## src/rtl/prio_index_scanner_if.sv

```systemverilog
// Handshake bundle for prio_index_scanner: mask-in stream and index-out stream.
// slave = scanner view, master = producer/consumer view.
interface prio_index_scanner_if #(
  parameter int WIDTH = 16
);
  localparam int IDX_W = $clog2(WIDTH);

  logic             in_valid;
  logic             in_ready;
  logic [WIDTH-1:0] in_mask;
  logic             out_valid;
  logic             out_ready;
  logic [IDX_W-1:0] out_idx;
  logic             out_last;
  logic             out_empty;

  modport slave (
    input  in_valid, in_mask, out_ready,
    output in_ready, out_valid, out_idx, out_last, out_empty
  );

  modport master (
    output in_valid, in_mask, out_ready,
    input  in_ready, out_valid, out_idx, out_last, out_empty
  );
endinterface

```

## src/rtl/prio_index_scanner.sv

```systemverilog
// prio_index_scanner: accepts a WIDTH-bit mask and streams the index of every
// set bit, one per beat, in priority order (MSB_FIRST selects direction).
// An all-zero mask produces a single beat flagged empty.
// Optional macro PIS_FLUSH_EN adds a flush port that aborts a scan in progress.
module prio_index_scanner #(
  parameter int WIDTH     = 16,
  parameter bit MSB_FIRST = 1'b1
) (
  input  logic                  clk,
  input  logic                  rst_n,
`ifdef PIS_FLUSH_EN
  input  logic                  flush,
`endif
  prio_index_scanner_if.slave   bus
);
  localparam int IDX_W = $clog2(WIDTH);

  typedef enum logic {IDLE, SCAN} state_t;

  state_t           state_q, state_d;
  logic [WIDTH-1:0] mask_q, mask_d;
  logic             empty_q, empty_d;
  logic [IDX_W-1:0] sel_idx;
  logic             one_hot;
  logic             last_w;
  logic             flush_w;
  logic             in_rdy;

`ifdef PIS_FLUSH_EN
  assign flush_w = flush;
`else
  assign flush_w = 1'b0;
`endif

  // Priority pick: the last match in scan order wins, so MSB-first scans upward
  // and LSB-first scans downward. A zero mask leaves the index at 0.
  always_comb begin
    sel_idx = '0;
    if (MSB_FIRST) begin
      for (int i = 0; i < WIDTH; i++)
        if (mask_q[i]) sel_idx = IDX_W'(i);
    end else begin
      for (int i = WIDTH - 1; i >= 0; i--)
        if (mask_q[i]) sel_idx = IDX_W'(i);
    end
  end

  assign one_hot = (mask_q != '0) && ((mask_q & (mask_q - WIDTH'(1))) == '0);
  assign last_w  = empty_q | one_hot;
  assign in_rdy  = (state_q == IDLE) && !flush_w;

  // mask_q is zero whenever IDLE, so these need no extra gating by state.
  assign bus.in_ready  = in_rdy;
  assign bus.out_valid = (state_q == SCAN);
  assign bus.out_idx   = sel_idx;
  assign bus.out_last  = last_w;
  assign bus.out_empty = empty_q;

  // Next state: accept in IDLE, retire one bit per transfer in SCAN, flush aborts.
  always_comb begin
    state_d = state_q;
    mask_d  = mask_q;
    empty_d = empty_q;
    case (state_q)
      IDLE: begin
        if (bus.in_valid && in_rdy) begin
          mask_d  = bus.in_mask;
          empty_d = (bus.in_mask == '0);
          state_d = SCAN;
        end
      end
      SCAN: begin
        if (bus.out_ready) begin
          mask_d = mask_q & ~(WIDTH'(1) << sel_idx);
          if (last_w) begin
            state_d = IDLE;
            mask_d  = '0;
            empty_d = 1'b0;
          end
        end
        if (flush_w) begin
          state_d = IDLE;
          mask_d  = '0;
          empty_d = 1'b0;
        end
      end
      default: begin
        state_d = IDLE;
        mask_d  = '0;
        empty_d = 1'b0;
      end
    endcase
  end

  // State and scan registers.
  always_ff @(posedge clk or negedge rst_n) begin
    if (!rst_n) begin
      state_q <= IDLE;
      mask_q  <= '0;
      empty_q <= 1'b0;
    end else begin
      state_q <= state_d;
      mask_q  <= mask_d;
      empty_q <= empty_d;
    end
  end
endmodule

```

## src/flat_wrapper.sv

```systemverilog
// flat-port wrapper written by rule: the top's interface ports become plain ports
module prio_index_scanner_flat 
#(
  parameter int WIDTH     = 16,
  parameter bit MSB_FIRST = 1'b1
)
  (clk, rst_n, bus_in_valid, bus_in_mask, bus_out_ready, bus_in_ready, bus_out_valid, bus_out_idx, bus_out_last, bus_out_empty);
  prio_index_scanner_if #(.WIDTH(WIDTH)) bus_i ();
  input  logic clk;
  input  logic rst_n;
  input wire logic [$bits(bus_i.in_valid)-1:0] bus_in_valid;
  input wire logic [$bits(bus_i.in_mask)-1:0] bus_in_mask;
  input wire logic [$bits(bus_i.out_ready)-1:0] bus_out_ready;
  output wire logic [$bits(bus_i.in_ready)-1:0] bus_in_ready;
  output wire logic [$bits(bus_i.out_valid)-1:0] bus_out_valid;
  output wire logic [$bits(bus_i.out_idx)-1:0] bus_out_idx;
  output wire logic [$bits(bus_i.out_last)-1:0] bus_out_last;
  output wire logic [$bits(bus_i.out_empty)-1:0] bus_out_empty;
  assign bus_i.in_valid = bus_in_valid;
  assign bus_i.in_mask = bus_in_mask;
  assign bus_i.out_ready = bus_out_ready;
  assign bus_in_ready = bus_i.in_ready;
  assign bus_out_valid = bus_i.out_valid;
  assign bus_out_idx = bus_i.out_idx;
  assign bus_out_last = bus_i.out_last;
  assign bus_out_empty = bus_i.out_empty;
  prio_index_scanner #(.WIDTH(WIDTH), .MSB_FIRST(MSB_FIRST)) u_core (.clk(clk), .rst_n(rst_n), .bus(bus_i));
endmodule
```

## config.mk

```make
export PLATFORM = sky130hd
export DESIGN_NAME = prio_index_scanner_flat
export DESIGN_NICKNAME = d
export VERILOG_FILES = /design/src/rtl/prio_index_scanner_if.sv /design/src/rtl/prio_index_scanner.sv /design/src/flat_wrapper.sv
export SDC_FILE = /design/constraint.sdc
export NUM_CORES = 1
export LEC_CHECK = 0
export CAP_MARGIN = 10
export CORE_ASPECT_RATIO = 0.7
export CORE_MARGIN = 2
export CORE_UTILIZATION = 40
export DETAILED_ROUTE_END_ITERATION = 7
export GPL_TIMING_DRIVEN = 0
export PLACE_DENSITY = 0.79
export SLEW_MARGIN = 20
export SYNTH_ARGS = -nofsm -noshare
export SYNTH_HDL_FRONTEND = slang
export SYNTH_SLANG_ARGS = --single-unit
```

## constraint.sdc

```tcl
create_clock -name clk -period 1.9 [get_ports clk]
set_clock_uncertainty 0.2 [all_clocks]
set_input_delay 0.38 -clock clk [delete_from_list [all_inputs] [get_ports clk]]
set_output_delay 0.38 -clock clk [all_outputs]
set_load 0.05 [all_outputs]
```

# Word level (Yosys, flattened, before mapping)
# Cells that the tools add are included.
# Widths: inputs -> output; s select.
op_classes:
  shift: 1
  eq_ne: 3
  bitwise_logic: 5
  reduce_logical: 7
  n_mux: 27
  addsub: 1
ops:
  columns: ["operator", "n"]
  rows:
  - ["$mux 4", 14]
  - ["$mux 16", 3]
  - ["$and 16x16->16", 2]
  - ["$logic_not 16->1", 2]
  - ["$pmux 16 s2", 1]
  - ["$not 16->16", 1]
  - ["$reduce_bool 16->1", 1]
  - ["$shl 1x4->16 const A", 1]
  - ["$sub 16x1->16 const B", 1]
  - ["$mux 1", 7]
  - ["$ne 2x2->1 const B", 3]
  - ["$pmux 1 s2", 2]
  - ["$reduce_and 3->1", 1]
  - ["$logic_and 1x1->1", 2]
  - ["$reduce_and 2->1", 1]
  - ["$not 1->1", 1]
  - ["$or 1x1->1", 1]
totals:
  wordCells: 47
  regBits: 18
  output_inout_bits: 8
  in_bits: 20

# Longest topological paths before layout
logic_depth:
  ltp_word: 21
  mapped_depth: 9
  ltp_nobuf: 8

# Least setup slack after synthesis
# Ideal clock, no wire load.
synth_timing:
  path_type: "register -> output"
  from: "register u_core.mask_q[13]"
  to: "output bus_out_last"
  path_buffers: 1
  arrival_time_ns: 2.200
  required_time_ns: 1.320
  stages_incl_launch_ff: 9
  slack_ns: -0.880
  path_cell_list: "dfrtp_1 > buf_2 > nor2_1 > nand2_1 > nor2_1 > inv_1 > o2111a_1 > nand4_1 > o21bai_1"
synth_between:
  elab_chain_cells: 5
  word_cells_on_any_way: 6
  cone_classes: "add/sub: 1; bitwise: 2; reduce/logical: 3"
synth_lines:
  columns: ["element", "line", "source"]
  rows:
  - ["start, declared", "prio_index_scanner.sv:21", "logic [WIDTH-1:0] mask_q, mask_d;"]
  - ["start signal, assigned", "prio_index_scanner.sv:103", "mask_q <= mask_d;"]
  - ["$sub 16x1->16", "prio_index_scanner.sv:48", "assign one_hot = (mask_q != '0) && ((mask_q & (mask_q - WIDTH'(1))) == '0);"]
  - ["$and 16x16->16", "prio_index_scanner.sv:48", null]
  - ["$logic_not 16->1", "prio_index_scanner.sv:48", null]
  - ["$logic_and 1x1->1 *", "prio_index_scanner.sv:48", null]
  - ["$or 1x1->1 *", "prio_index_scanner.sv:49", "assign last_w = empty_q | one_hot;"]
  - ["end, declared", "flat_wrapper.sv:17", "output wire logic [$bits(bus_i.out_last)-1:0] bus_out_last;"]
# Mark *: on every way between the ends. The rest lies on a longest branch, timed or not.

# Final worst setup path
layout_timing:
  from: "register u_core.mask_q[11]"
  to: "output bus_out_last"
# Same word-level chain as after synthesis.

==> summary.md <==
| Metric | Value |
|---|---|
| Congestion Overflow GR | `0` |
| Syn Inst Count | `150` |
| H-tree levels | `1` |
| Core area | `just over 3000 um2` |
| Syn_nets | `170` |
| Clk slew on worst S/H paths | `roughly 0.080 ns` |
| Failing checks | `negative setup slack` |
| Final core occ | `approximately three quarters` |
| Total power | `2.25 mW` |
| Synth async-reset ratio | `between 90% and 100%` |
| Crit-path cells | `buf_6, o41ai_4, a41o_1, o2111a_1, nand4_1, o21bai_4, buf_8` |
| Most common cell after layout, fill and taps aside | `buf_4` |
| Avg Inst Size Synth | `~8.6 um2` |
| Global-route wire length before repair | `8140 um` |
| CP Max Fanout | `4` |
| Met3 WL post-DR | `approximately 490 um` |
| Number of synthesized flops with an enable pin | `0` |
| Post-Route WL | `between 5000 and 6000 um` |
| Crit path kind | `reg -> out` |
| Largest delay contributor family on the critical path | `compound AO/OA/AOI/OAI gates` |
| First-iteration detailed-routing DRC count | `~210` |
| Fin crit share | `144%` |
| Max stage delay on crit path | `between 0.3 and 0.4 ns` |
| Post-CTS Hold Fix Bufs | `0` |
| RSZ-0062 raised after global routing | `true` |
| Initial core utilization | `around 41%` |
| Internal reg-to-reg setup slack | `-0.55 ns` |
| Crit. Startpoint | `u_core.mask_q[11]$_DFFE_PN0P_` |
| Layout cell share with drive strength beyond 1 | `51.3%` |
| Slew @ Worst Pin | `just under 0.9 ns` |
| Worst path slowest cell | `dfrtp_1` |
| Routed wl met2 | `between 2000 and 3000 um` |
| Worst vdd ir | `a little under 0.4 mV` |
| Mapped cell area | `1290 um2` |
| Register area share after synthesis | `35.0%` |
| Horiz. Die Dim | `roughly 72 um` |
| Post-synth top area share | `a little over a third` |
| Worst Path Buf+Inv | `2` |
| GPL Wtd Cong | `about 0.94` |
| IO Pins | `28` |
| Pwr/cell area | `roughly 950 nW/um2` |
| Total CTS buffers | `3` |
| Total track usage | `roughly 29%` |
| Largest area contributor in the netlist | `dfrtp_1` |
| Slew Limit Fails | `0` |
| Outcome | `finished with violations` |
| Area contributors post-synth | `dfrtp_1, o21ai_0, a22oi_1` |
| Final worst slack | `-0.835 ns` |
| Final Hold Fails | `0` |
| Post-route design area | `between 2000 and 2500 um2` |
| Initial antenna violation count | `0` |
| Maxcap violations | `0` |
| FF+latch count, synth | `18` |
| CTS tree | `done` |
| Ant. Diodes | `0` |
| Clock root cell | `clkbuf_8` |
| DR pass1 iterations | `5` |
| Most frequent cells in the layout | `buf_4, clkdlybuf4s50_1, buf_6` |
| Site row count | `17` |
| Normalized max-slew margin | `roughly 41%` |
| CP endpoint kind | `output pin` |
| YS warnings | `0` |
| FMAX | `366 MHz` |
| Worst-Skew Late Latency | `~0.27 ns` |
| Final min period | `2.73 ns` |
| Area growth from synthesis to layout | `83.8%` |
| Remaining antenna violation count after routing | `0` |
| Clock Tree Buf Depth | `2` |
| Critical path data arrival time | `approximately 2.2 ns` |
| WL per Instance | `around 23 um` |
| Port bufs | `27` |
| DR vias | `approximately 1700` |
| Reg2reg start | `u_core.mask_q[4]$_DFFE_PN0P_` |
| Final HPWL DP | `slightly above 3000 um` |
| Vias per cell | `6.57` |
| Netlist cell types | `41` |
| Vias in the first global route | `1584` |
| Ys flop type | `dfrtp_1` |
| DRC | `0` |
| Leak pwr | `approximately 0.98 nW` |
| WL met1 | `2420 um` |
| Clock Sink Count | `18` |
| Top Metal Used | `met4` |
| Nets | `about 250` |
| Worst hold path type | `in -> async` |
| Die height | `between 50 and 60 um` |
| Placed Area | `between 1500 and 2000 um2` |
| Die area | `roughly 3700 um2` |
| Data required, critical path | `1.32 ns` |
| Worst Setup Start Kind | `flop` |
| Fillers | `between 150 and 200` |
| Final setup vio count | `18` |
| Largest net degree at the start of global routing | `19` |
area by class of cell:
class / count / area [um2] / area share, %
timing repair buffer: 73 / 679 / 28.7
tap: 38 / 47.5 / 2.01
inverter: 6 / 35.0 / 1.48
clock buffer: 4 / 55.1 / 2.32
sequential: 18 / 464 / 19.6
multi-input combinational: 115 / 1010 / 42.5
buffer: 10 / 81.3 / 3.43
cells by family after synthesis:
group / share of synthesized area [%]
simple gates: 21.7
buf+inv: 5.82
flops: 35.0
compound gates: 36.0
fa+ha+maj: 1.55
per-layer routing:
metal	global-route usage (%)	vias up
li1	-	735
met1	37.6	850
met2	47.8	120
met3	7.36	30
met4	11.9	0
met5	0	-
registers in the layout (all words and copies together) (netlist names):
| name | count |
|---|---|
| u_core.bus.out_empty | 1 |
| u_core.bus.out_valid | 1 |
| u_core.mask_q | 16 |
synth_stat cells (4+ instances only):
library cell,count
a22oi_1,14
buf_2,5
clkbuf_1,4
dfrtp_1,18
inv_1,6
nand2_1,10
nor2_1,14
nor4_1,6
o21ai_0,24
per-stage QoR:
stage | TNS (ns) | hold WS [ns] | std cells | worst slack, ns
2_1_floorplan | -1.70 | -0.116 | 150 | -0.406
3_3_place_gp | -9.88 | 0.325 | 215 | -1.23
3_5_place_dp | -11.63 | 0.337 | 215 | -1.27
4_1_cts | -3.73 | 0.363 | 242 | -0.706
5_1_grt | -8.71 | 0.420 | 264 | -0.876
6_report | -7.74 | 0.404 | 264 | -0.835
worst paths after layout:
check                                                 end  cells past startpoint
hold reg to reg            u_core.bus.out_valid$_DFF_PN0_                      1
min in group clk           u_core.bus.out_valid$_DFF_PN0_                      1
setup / recovery                             bus_out_last                      7
setup reg to reg             u_core.mask_q[1]$_DFFE_PN0P_                     10
hold / removal              u_core.mask_q[11]$_DFFE_PN0P_                      1
max in group asynchronous    u_core.mask_q[5]$_DFFE_PN0P_                      1
repair_timing:
item / in CTS / in global routing
setup buffers: 24 / 24
resized for setup: 113 / 34
setup endpoints to repair: 25 / 23
pin swaps: 22 / 18
power breakdown:
part / total [mW] / internal [mW] / leakage (nW) / switching [mW]
Clock: 0.337 / 0.185 / 0.0288 / 0.152
Sequential: 0.508 / 0.433 / 0.180 / 0.0758
Combinational: 1.41 / 0.628 / 0.770 / 0.779
Note: power is estimated with default switching activity, not from simulation.
